--- config.mk ---
export PLATFORM = sky130hd
export DESIGN_NAME = fifo_wr_arbiter
export DESIGN_NICKNAME = d
export VERILOG_FILES = /design/src/rtl/fifo_wr_arbiter.sv
export SDC_FILE = /design/constraint.sdc
export NUM_CORES = 1
export LEC_CHECK = 0
export ABC_AREA = 1
export CAP_MARGIN = 40
export CORE_AREA = 3 3 157 159
export CTS_BUF_LIST = sky130_fd_sc_hd__clkbuf_16
export CTS_CLUSTER_SIZE = 14
export DETAILED_ROUTE_END_ITERATION = 8
export DIE_AREA = 0 0 160 162
export RECOVER_POWER = 100
export SLEW_MARGIN = 20
export SYNTH_ARGS = -nofsm -noshare
export SYNTH_HDL_FRONTEND = slang
export SYNTH_SLANG_ARGS = --single-unit
--- constraint.sdc ---
create_clock -name wclk -period 2.3 [get_ports wclk]
set_input_delay 0.46 -clock wclk [delete_from_list [all_inputs] [get_ports wclk]]
set_output_delay 0.46 -clock wclk [all_outputs]
set_load 0.01 [all_outputs]
--- src/rtl/fifo_wr_arbiter.sv ---
// Round-robin arbiter sharing the async FIFO write port among NREQ packet streams.
// A grant lasts for a packet, at most MAXBURST words, or until STALL_MAX idle cycles.
module fifo_wr_arbiter #(
  parameter int unsigned NREQ      = 4,
  parameter int unsigned IDW       = 2,
  parameter int unsigned DSIZE     = 80,
  parameter int unsigned MAXBURST  = 16,
  parameter int unsigned STALL_MAX = 8
) (
  input  logic                          wclk,
  input  logic                          wrst_n,
  input  logic [NREQ-1:0]               req_valid,
  input  logic [NREQ-1:0]               req_last,
  input  logic [NREQ*(DSIZE-IDW)-1:0]   req_data,
  output logic [NREQ-1:0]               req_ready,
  input  logic                          wfull,
  output logic                          winc,
  output logic [DSIZE-1:0]              wdata,
  output logic [IDW-1:0]                grant_id,
  output logic                          busy
);

  localparam int unsigned PSIZE  = DSIZE - IDW;
  localparam int unsigned BurstW = $clog2(MAXBURST + 1);
  localparam int unsigned StallW = $clog2(STALL_MAX + 1);

  localparam logic [IDW-1:0]    LastId   = IDW'(NREQ - 1);
  localparam logic [BurstW-1:0] BurstMax = BurstW'(MAXBURST);
  localparam logic [StallW-1:0] StallMax = StallW'(STALL_MAX);

  if (IDW != $clog2(NREQ)) begin : g_bad_idw
    $error("fifo_wr_arbiter: IDW must equal clog2(NREQ)");
  end
  if (NREQ < 2 || NREQ > 16) begin : g_bad_nreq
    $error("fifo_wr_arbiter: NREQ must be in 2..16");
  end
  if (MAXBURST < 1 || STALL_MAX < 1) begin : g_bad_limits
    $error("fifo_wr_arbiter: MAXBURST and STALL_MAX must be at least 1");
  end

  typedef enum logic [0:0] {StIdle, StGrant} state_e;

  state_e            state_q, state_d;
  logic [IDW-1:0]    rr_ptr_q, rr_ptr_d;
  logic [IDW-1:0]    grant_q, grant_d;
  logic [BurstW-1:0] burst_q, burst_d;
  logic [StallW-1:0] stall_q, stall_d;

  // View of the currently granted requester.
  logic             sel_valid;
  logic             sel_last;
  logic [PSIZE-1:0] sel_data;

  always_comb begin
    sel_valid = 1'b0;
    sel_last  = 1'b0;
    sel_data  = '0;
    for (int unsigned i = 0; i < NREQ; i++) begin
      if (grant_q == IDW'(i)) begin
        sel_valid = req_valid[i];
        sel_last  = req_last[i];
        sel_data  = req_data[i*PSIZE +: PSIZE];
      end
    end
  end

  // Round-robin pick: first valid requester after rr_ptr, wrapping at NREQ.
  logic           any_valid;
  logic [IDW-1:0] winner;
  logic [IDW-1:0] cand;

  always_comb begin
    any_valid = 1'b0;
    winner    = rr_ptr_q;
    cand      = rr_ptr_q;
    for (int unsigned k = 0; k < NREQ; k++) begin
      cand = (cand == LastId) ? '0 : cand + IDW'(1);
      if (!any_valid && req_valid[cand]) begin
        any_valid = 1'b1;
        winner    = cand;
      end
    end
  end

  logic              xfer;
  logic [BurstW-1:0] burst_inc;
  logic [StallW-1:0] stall_inc;

  assign xfer      = (state_q == StGrant) && sel_valid && !wfull;
  assign burst_inc = burst_q + BurstW'(1);
  assign stall_inc = (stall_q == StallMax) ? stall_q : stall_q + StallW'(1);

  always_ff @(posedge wclk or negedge wrst_n) begin
    if (!wrst_n) begin
      state_q  <= StIdle;
      rr_ptr_q <= LastId;
      grant_q  <= '0;
      burst_q  <= '0;
      stall_q  <= '0;
    end else begin
      state_q  <= state_d;
      rr_ptr_q <= rr_ptr_d;
      grant_q  <= grant_d;
      burst_q  <= burst_d;
      stall_q  <= stall_d;
    end
  end

  always_comb begin
    state_d  = state_q;
    rr_ptr_d = rr_ptr_q;
    grant_d  = grant_q;
    burst_d  = burst_q;
    stall_d  = stall_q;
    case (state_q)
      StIdle: begin
        if (any_valid) begin
          state_d  = StGrant;
          grant_d  = winner;
          rr_ptr_d = winner;
          burst_d  = '0;
          stall_d  = '0;
        end
      end
      StGrant: begin
        if (xfer) begin
          burst_d = burst_inc;
          stall_d = '0;
          if (sel_last || (burst_inc == BurstMax)) begin
            state_d = StIdle;
          end
        end else if (!sel_valid) begin
          // A full FIFO is not a stall; only missing data counts.
          stall_d = stall_inc;
          if (stall_inc == StallMax) begin
            state_d = StIdle;
          end
        end
      end
      default: state_d = StIdle;
    endcase
  end

  always_comb begin
    busy      = (state_q == StGrant);
    winc      = xfer;
    req_ready = '0;
    wdata     = {grant_q, {PSIZE{1'b0}}};
    if (state_q == StGrant) begin
      req_ready[grant_q] = !wfull;
      wdata              = {grant_q, sel_data};
    end
  end

  assign grant_id = grant_q;

  a_ready_onehot0: assert property (@(posedge wclk) disable iff (!wrst_n)
    $onehot0(req_ready));
  a_no_write_full: assert property (@(posedge wclk) disable iff (!wrst_n)
    winc |-> !wfull);
  a_winc_handshake: assert property (@(posedge wclk) disable iff (!wrst_n)
    winc |-> (req_ready[grant_q] && req_valid[grant_q]));
  a_burst_bound: assert property (@(posedge wclk) disable iff (!wrst_n)
    burst_q <= BurstMax);
  a_stall_bound: assert property (@(posedge wclk) disable iff (!wrst_n)
    stall_q <= StallMax);

endmodule

==> impl_results.md <==
- Status: finished, violations left
- Violated checks: negative setup slack
- Final Cycle Share: 100.5%
- Die Ht: 162 um
- Cell leakage power: 0.004265 uW
- Nets: 1434
- Worst-skew pair later-pin latency: 0.24 ns
- Most common flop cell mapped by yosys: dfrtp_1
- Post-synth ARST share: 100.0%
- Maximum number of pins on one net before global-route repair: 35
- Slew headroom: 46.70%
- Maxcap violations: 0
- Reg-to-reg setup timing slack: 0.27 ns
- Routed vias: 6360
- Crit path capture type: primary output
- Hold Path Depth: 2
- Yosys warnings: 0
- Synthesis-stage register bit count: 14
- Initial cell density of the core: 14.93%
- RSZ-0062 raised after global routing: true
- Max Clock Skew: 0.0006065 ns
- TNS Setup: -0.01111 ns
- Syn_nets: 990
- Register area share after synthesis: 10.10%
- Setup WS post-layout: -0.01049 ns
- Fin Hold WS: 0.4696 ns
- Routability cong.: 0.8385
- Max stage delay on crit path: 0.48 ns
- Number of vias per cell: 4.463
- H-tree levels: 1
- Reg2reg start: rr_ptr_q[0]
- Cell Area, Synth: 3493 um^2
- Num ports: 411
- Die W: 160 um
- Die Area: 25920 um^2
- HPWL after DPL: 18680 um
- First-pass GRT wire length: 34960 um
- EDFF count, synth: 0
- Area delta synth->final: 169.3%
- IO Port Bufs: 410
- Slowest stage cell, crit path: dfrtp_2
- Share of cells above drive strength 1: 26.61%
- Most frequent CP cell: buf_12
- Hold_sp: rr_ptr_q[1]
- Final Max Tran Viols: 0
- Post-route antenna net violation count: 0
- Commonest cells after routing, fill and taps aside: 326 x clkdlybuf4s50_1, 131 x nand2_1, 83 x nor2_1
- DRC Markers: 0
- Slew @ Worst Pin: 0.7995 ns
- Critical path type: reg -> out
- Grt total ovfl: 0
- Clock Sinks: 14
- Cts hold-fix bufs: 0
- Global Route Usage Sum: 16.83%
- Crit Path Max Fanout: 6
- Final hold viol count: 0
- Synth Instances: 662
- CP Cell Sequence: clkinv_4 > buf_12 > nor2_4 > buf_8 > buf_12 > nand2_4 > nand3_2 > o211ai_1 > inv_1 > buf_2
- PwrDens: 1130 nW/um^2
- Post-place instance area: 8317 um^2
- Worst EP required: 1.84 ns
- Worst reg2reg endpoint: burst_q[0]
- Final setup vio count: 2
- Clock buffer count from CTS: 3
- CTS tree: built
- Vias in the first global route: 6012
- Commonest non-fill, non-tap cell in the layout: clkdlybuf4s50_1
- Root Driver: clkbuf_16
- Row Count: 56
- Final instance area: 9407 um^2
- Hold path endpoint: rr_ptr_q[1]
- Worst-path clk slew: 0.05 ns
- CTS max path bufs: 2
- DP Worst Slack: -0.2117 ns
- Initial DRT Pass Iterations: 4
- Post-Route WL: 25070 um
- Avg WL per Cell: 17.59 um
- R2R depth: 10
- CP Data Arrival Time: 1.85 ns
- Synth Area per Inst: 5.277 um^2
- Maximum VDD drop: 373.7 uV
- Crit path launch type: flop
- Initial drt markers: 333
- Fin crit period: 2.310 ns
- Min-Delay Path Class: reg -> reg
- Core ar.: 23400 um^2
- Cell variety after synth: 29
- Fmax: 0.4328 GHz
- Initial antenna violation count: 1
[worst max-delay path by stage]
stage,depth (start not counted),from,slack [ns],endpoint
6_report,10,grant_id[0],-0.01,wdata[28]
5_1_grt,10,grant_id[0],-0.10,wdata[45]
4_1_cts,11,grant_id[0],-0.06,wdata[30]
3_5_place_dp,6,req_data[152],-0.21,wdata[74]
3_3_place_gp,8,req_valid[2],-0.24,winc
2_1_floorplan,7,grant_id[0],0.38,wdata[2]
[final cells by class]
cell class | instances | area, um^2
Clock inverter | 1 | 3.754
Antenna cell | 1 | 2.502
Timing Repair Buffer | 493 | 4975
Inverter | 67 | 261.5
Clock buffer | 3 | 75.07
Tap cell | 319 | 399.1
Fill cell | 2425 | 14000
Sequential cell | 14 | 356.6
Multi-Input combinational cell | 527 | 3333
[metrics by stage]
step | cells | total power, uW | utilization (%)
finish | 1425 | 10630 | 40.19
global route | 1425 | 11470 | 40.19
CTS | 1412 | 9332 | 36.58
detailed placement | 1390 | 8923 | 35.54
global placement | 1390 | 8921 | 35.54
floorplan | 662 | 4468 | -
[synth_stat cells (2+ instances only)]
master / instances / area, um^2
inv_2: 2 / 7.510
o221ai_1: 33 / 289.0
ha_1: 5 / 62.56
nand3_1: 67 / 335.3
inv_1: 64 / 240.2
nor2_1: 87 / 326.6
a21oi_1: 37 / 185.2
nand2_2: 7 / 43.79
o21a_1: 3 / 22.52
nand2_1: 177 / 664.4
clkbuf_1: 32 / 120.1
o21ai_0: 50 / 250.2
buf_4: 7 / 52.55
buf_2: 14 / 70.07
nor3_1: 2 / 10.01
xor2_1: 4 / 35.03
o22ai_1: 5 / 31.28
dfrtp_1: 12 / 300.3
dfstp_2: 2 / 52.55
o211ai_1: 43 / 322.8
[where the power goes]
group | internal, uW | total (uW) | switching [uW]
combinational | 4710 | 9810 | 5100
sequential | 349 | 481 | 132
clock | 230 | 336 | 106
total | 5290 | 10600 | 5340
[sequential cells by signal, summed over array words and instances, names as in the netlist]
name / count
burst_q: 5
rr_ptr_q: 2
stall_q: 4
grant_id: 2
busy: 1
[critical path, delay by kind of cell (launching register included)]
| family | cells | cell delay (ns) |
|---|---|---|
| buffers and inverters | 6 | 0.83 |
| DFF | 1 | 0.48 |
| and+or+nand+nor | 3 | 0.22 |
| AOI/OAI and AO/OA | 1 | 0.08 |
[cell families after synthesis]
family	share of synthesized area, %
and+or+nand+nor	40.47
AOI/OAI and AO/OA	31.91
buffers and inverters	14.47
DFF	10.10
xor gates and xnor gates	1.254
adders and majority gates	1.791
[repair_timing]
item / CTS / global route
pin swaps: 4 / 25
gates resized for setup: 288 / 218
setup buffers: 14 / 9
setup endpoints to repair: 83 / 79
hold endpoints to repair: 0 / 0
gates cloned: 4 / 5
[metal layers]
metal	vias up	global-route usage (%)	wire length, um
met3	35	2.933	1605
met2	254	29.95	12770
met1	2941	21.21	10170
met5	-	0	0
met4	0	3.866	520
li1	3130	-	-
(Power assumes the default switching activity.)
==> RTL edit 1, RTL diff (config.mk and constraints unchanged) <==
`STALL_MAX`: 8 -> 16.
--- a/src/rtl/fifo_wr_arbiter.sv
+++ b/src/rtl/fifo_wr_arbiter.sv
@@ -5,7 +5,7 @@
   parameter int unsigned IDW       = 2,
   parameter int unsigned DSIZE     = 80,
   parameter int unsigned MAXBURST  = 16,
-  parameter int unsigned STALL_MAX = 8
+  parameter int unsigned STALL_MAX = 16
 ) (
   input  logic                          wclk,
   input  logic                          wrst_n,
Function: no difference found for any inputs over 4 cycles, from zero or initial values and one cycle with wrst_n low; that may be too few to reach the edited logic, so the function may still have changed.
==> RTL edit 1 against the unedited design <==
The flow still finishes with violations (negative setup slack); sequential share of layout area rose by 0.34 points; critical path depth did not move; sequential power fell by 2%; non-clock buffer count rose by 12; worst setup slack got worse by 0.033 ns; sequential cell count rose by 1; synthesized area rose by 3.9%; via count rose by 3.5%; total power rose by 0.17%; count of clock-buffer cells in the layout did not move; worst hold slack improved by 0.015 ns; final area fell by 2.0%; cell count rose by 1.6%; wire length rose by 8.2%.
==> RTL edit 1: results <==
run_status:
  status: "finished with violations"
  violated_checks: "negative setup slack"
worst_setup_path:
  cp-endpoint: "wdata[12]"
  worst-endpoint-arrival_ns: 1.88
  r2r_slack_ns: 0.12
  worstPathMaxFanout: 6
  worst_setup_path_startpoint: "grant_id[1]$_DFFE_PN0P_"
  reg2reg_depth: 10
  timing.critical_path.slowest_cell_delay_ns: 0.38
  cpMaxStageDelayCell: "sky130_fd_sc_hd__dfrtp_1"
synthesis:
  synth_top_cells_by_count: "sky130_fd_sc_hd__nand2_1 (141), sky130_fd_sc_hd__nand3_1 (108), sky130_fd_sc_hd__nor2_1 (92), sky130_fd_sc_hd__inv_1 (66), sky130_fd_sc_hd__o21ai_0 (50)"
  top_post_synthesis_cells_by_area: "sky130_fd_sc_hd__nand3_1 (15%), sky130_fd_sc_hd__nand2_1 (15%), sky130_fd_sc_hd__nor2_1 (9.5%), sky130_fd_sc_hd__dfrtp_1 (9.0%), sky130_fd_sc_hd__o211ai_1 (8.9%)"
  synth.yosys.seq_area_share_pct: 10.41
  postSynthNetCount: 1006
  synthesis.instances: 678
power:
  irDropWorstVdd_uv: 460.3
  leakagePower_nw: 4.097
cts:
  cts_buffers: 3
  post_cts_buffers: 20
  cts_resized: 398
  cts.clk_slew.worst_paths_ns: 0.05
detailed_routing:
  drt_iter0_drc: 404
  first_pass_iters: 5
  detail_route.wl_per_cell_um: 18.73
  vias_per_cell: 4.546
sta:
  final_critical_path_setup_slack_ns: -0.04337
  setup_viol_count_final: 11
  setup_tns_ns: -0.1778
  worst_slew_pin_slew_ns: 0.7101
  timing.clock.skew_ns: 0.006964
  fin_hold_ws_ns: 0.4849
finish:
  proportion_of_layout_cells_with_a_drive_suffix_above_1_pct: 23.85
  nets: 1457
  n_fill_cell: 2487
  layout_top_registers: "burst_q (5), stall_q (5)"
  non_filler_instance_count_after_layout: 1448
placement:
  finalWeightedCongestion: 0.8982
  place_ws_ns: -0.3118
  placed_area_um2: 8508
  place_inst: 1413
  post-dp-hpwl_mm: 20.51
grt:
  first_global_vias: 6305
  grt_start_max_net_pins: 48
  globalRouteTotalUtil_pct: 18.94
  antenna_violations_before_repair: 1
  first_pass_grt_wire_length_mm: 39.00
## RTL edit 1: changes by cell type in the layout (fill, tap and decap cells not counted), moves of 7 or more
cell	unedited run	this run
sky130_fd_sc_hd__nand2_2	19	7
sky130_fd_sc_hd__o21ai_0	48	41
sky130_fd_sc_hd__nand2_4	34	10
sky130_fd_sc_hd__buf_2	35	58
sky130_fd_sc_hd__clkbuf_2	12	4
sky130_fd_sc_hd__nand3_1	30	98
sky130_fd_sc_hd__nand3_2	37	11
sky130_fd_sc_hd__buf_4	38	53
sky130_fd_sc_hd__a21oi_1	29	22
## RTL edit 1: where the power goes
group	leakage (nW)	internal (mW)	switching (mW)
Sequential	0.189	0.368	0.105
Combinational	3.87	4.59	5.25
Clock	0.0423	0.230	0.107
## RTL edit 1: cells by family (layout without fill, tap and decap cells)
group	Yosys count	in the layout	share of synthesized area, %
compound gates	173	173	30.69
xor+xnor	5	5	1.207
fa+ha+maj	5	5	1.724
buf+inv	128	578	14.76
flops	15	15	10.41
other cells	0	1	0
simple gates	352	352	41.21
## RTL edit 1: final cells by class
cell class                 count  area, um2  area share, %
clock buffer                   3      75.07         0.8147
timing repair buffer         505       4949          53.70
sequential                    15      380.4          4.128
clock inverter                 1      3.754        0.04073
multi-input combinational    535       3129          33.96
tap                          319      399.1          4.331
inverter                      69      276.5          3.001
antenna                        1      2.502        0.02716
## RTL edit 1: per-layer routing
metal / track usage [%] / vias to the layer above / part of all wire [%]
met5: 0 / - / 0
met4: 4.379 / 0 / 2.6
met3: 2.984 / 32 / 6.0
met2: 33.28 / 264 / 50
met1: 24.39 / 3060 / 41
li1: - / 3226 / -
==> RTL edit 2, RTL diff (same flow settings) <==
Made on the original files. Reset style: synchronous (`wrst_n`), changed in one clocked block. Comments in the files are not updated.
--- a/src/rtl/fifo_wr_arbiter.sv
+++ b/src/rtl/fifo_wr_arbiter.sv
@@ -90,7 +90,7 @@
   assign burst_inc = burst_q + BurstW'(1);
   assign stall_inc = (stall_q == StallMax) ? stall_q : stall_q + StallW'(1);
 
-  always_ff @(posedge wclk or negedge wrst_n) begin
+  always_ff @(posedge wclk) begin
     if (!wrst_n) begin
       state_q  <= StIdle;
       rr_ptr_q <= LastId;
Behaviour: differs if wrst_n is asserted again (counterexample within 4 cycles, from zero or initial values and one cycle with wrst_n low); with wrst_n held inactive, the same outputs for 4 cycles.
==> RTL edit 2 against the unedited design <==
Wire length up 1.9%; worst setup slack improved by 0.055 ns; register-to-register slack gained 0.16 ns; largest cell class unchanged; clock skew rose by 0.0023 ns; total power decreased by 45%; sequential cell count unchanged; final area is 9.1% lower; sequential share of layout area decreased by 0.43 points; non-clock buffer count down 19; cell count shrank 1.1%; synthesized area up 3.2%; highest routed layer unchanged; worst hold slack improved by 0.023 ns.
==> RTL edit 2: results <==
grt:
  grt_use_met1_pct: 22.59
  first_pass_grt_wire_length_mm: 37.32
  globalRouteMet3Util_pct: 3.469
  globalRouteMet2Util_pct: 32.24
  first_global_vias: 6248
  globalRouteTotalUtil_pct: 18.02
finish:
  multi_input_cells: 539
  n_fill_cell: 2570
  inverters_excl_clock: 60
  nets: 1420
  layout.buffer.nonclock.area_share_pct: 55.21
  multi_input_combinational_area_share_pct: 32.97
  buffers: 474
  proportion_of_layout_cells_with_a_drive_suffix_above_1_pct: 8.983
worst_setup_path:
  worst_setup_path_startpoint: "grant_id[1]$_SDFFE_PN0P_"
  cp-endpoint: "wdata[62]"
  worstPathMaxFanout: 17
  r2r_slack_ns: 0.43
  worst_r2r_startpoint: "rr_ptr_q[0]$_SDFFE_PN1P_"
  reg2reg_depth: 11
  critical_path.reg2reg.endpoint: "grant_id[0]$_SDFFE_PN0P_"
hold_path:
  hold_start: "rr_ptr_q[1]$_SDFFE_PN1P_"
  min_delay_worst_endpoint: "rr_ptr_q[1]$_SDFFE_PN1P_"
detailed_routing:
  routedLengthMet1_mm: 10.63
  detail_route.wl_per_cell_um: 18.12
  met2RoutedLength_mm: 12.59
power:
  irDropWorstVdd_uv: 344.1
sta:
  worst_slew_pin_slew_ns: 0.3690
synthesis:
  top_post_synthesis_cells_by_area: "sky130_fd_sc_hd__o21ai_0 (16%), sky130_fd_sc_hd__nor2_1 (13%), sky130_fd_sc_hd__nand2_1 (9.7%), sky130_fd_sc_hd__o211ai_1 (9.0%), sky130_fd_sc_hd__o221ai_1 (8.0%)"
  postSynthNetCount: 1001
  synth_top_cells_by_count: "sky130_fd_sc_hd__nor2_1 (127), sky130_fd_sc_hd__o21ai_0 (114), sky130_fd_sc_hd__nand2_1 (93), sky130_fd_sc_hd__inv_1 (55), sky130_fd_sc_hd__a21oi_1 (48)"
  ys_async_rst_share_pct: 0
  synth-main-ff-cell: "sky130_fd_sc_hd__dfxtp_1"
run_status:
  status: "completed"
placement:
  post-dp-hpwl_mm: 19.67
  finalWeightedCongestion: 0.9371
==> RTL edit 2: critical path, stage by stage, from the launching register on <==
cell                            delay [ns]
sky130_fd_sc_hd__dfxtp_4              0.38
sky130_fd_sc_hd__nand2_4              0.09
sky130_fd_sc_hd__inv_6                0.06
sky130_fd_sc_hd__bufbuf_16            0.29
sky130_fd_sc_hd__nor2_1               0.12
sky130_fd_sc_hd__o221ai_1             0.13
sky130_fd_sc_hd__a21oi_1              0.15
sky130_fd_sc_hd__dlygate4sd2_1        0.32
==> RTL edit 2: where the power goes <==
group          switching [mW]  internal, mW  total [mW]
Combinational            2.75          2.39        5.14
Clock                  0.0954         0.229       0.325
Sequential             0.0680         0.296       0.364
Total                    2.91          2.91        5.83
==> RTL edit 2: logic make-up after synthesis <==
logic type      after synthesis  share of synthesized area [%]
simple gates                266                          30.99
compound gates              263                          43.79
fa+ha+maj                     5                          1.735
xor+xnor                      5                          1.215
flops                        14                          7.772
buf+inv                     120                          14.50
==> RTL edit 2: timing repair <==
item,in CTS,in global routing
buffers inserted,3,0
pin swaps,4,1
cloned,6,0
setup endpoints to repair,82,34
resized for setup,122,46
==> RTL edit 2: stage by stage <==
| step | util, % | setup WS (ns) | power (mW) | instances | instance area [um2] |
|---|---|---|---|---|---|
| after floorplan | - | 0.4014 | 2.927 | 673 | 3606 |
| after global placement | 35.65 | -0.3285 | 5.509 | 1397 | 8343 |
| after detailed placement | 35.65 | -0.3174 | 5.509 | 1397 | 8343 |
| after CTS | 36.84 | 0.01012 | 5.926 | 1410 | 8622 |
| after global routing | 36.54 | -0.0005899 | 6.312 | 1410 | 8551 |
| final | 36.54 | 0.04474 | 5.826 | 1410 | 8551 |
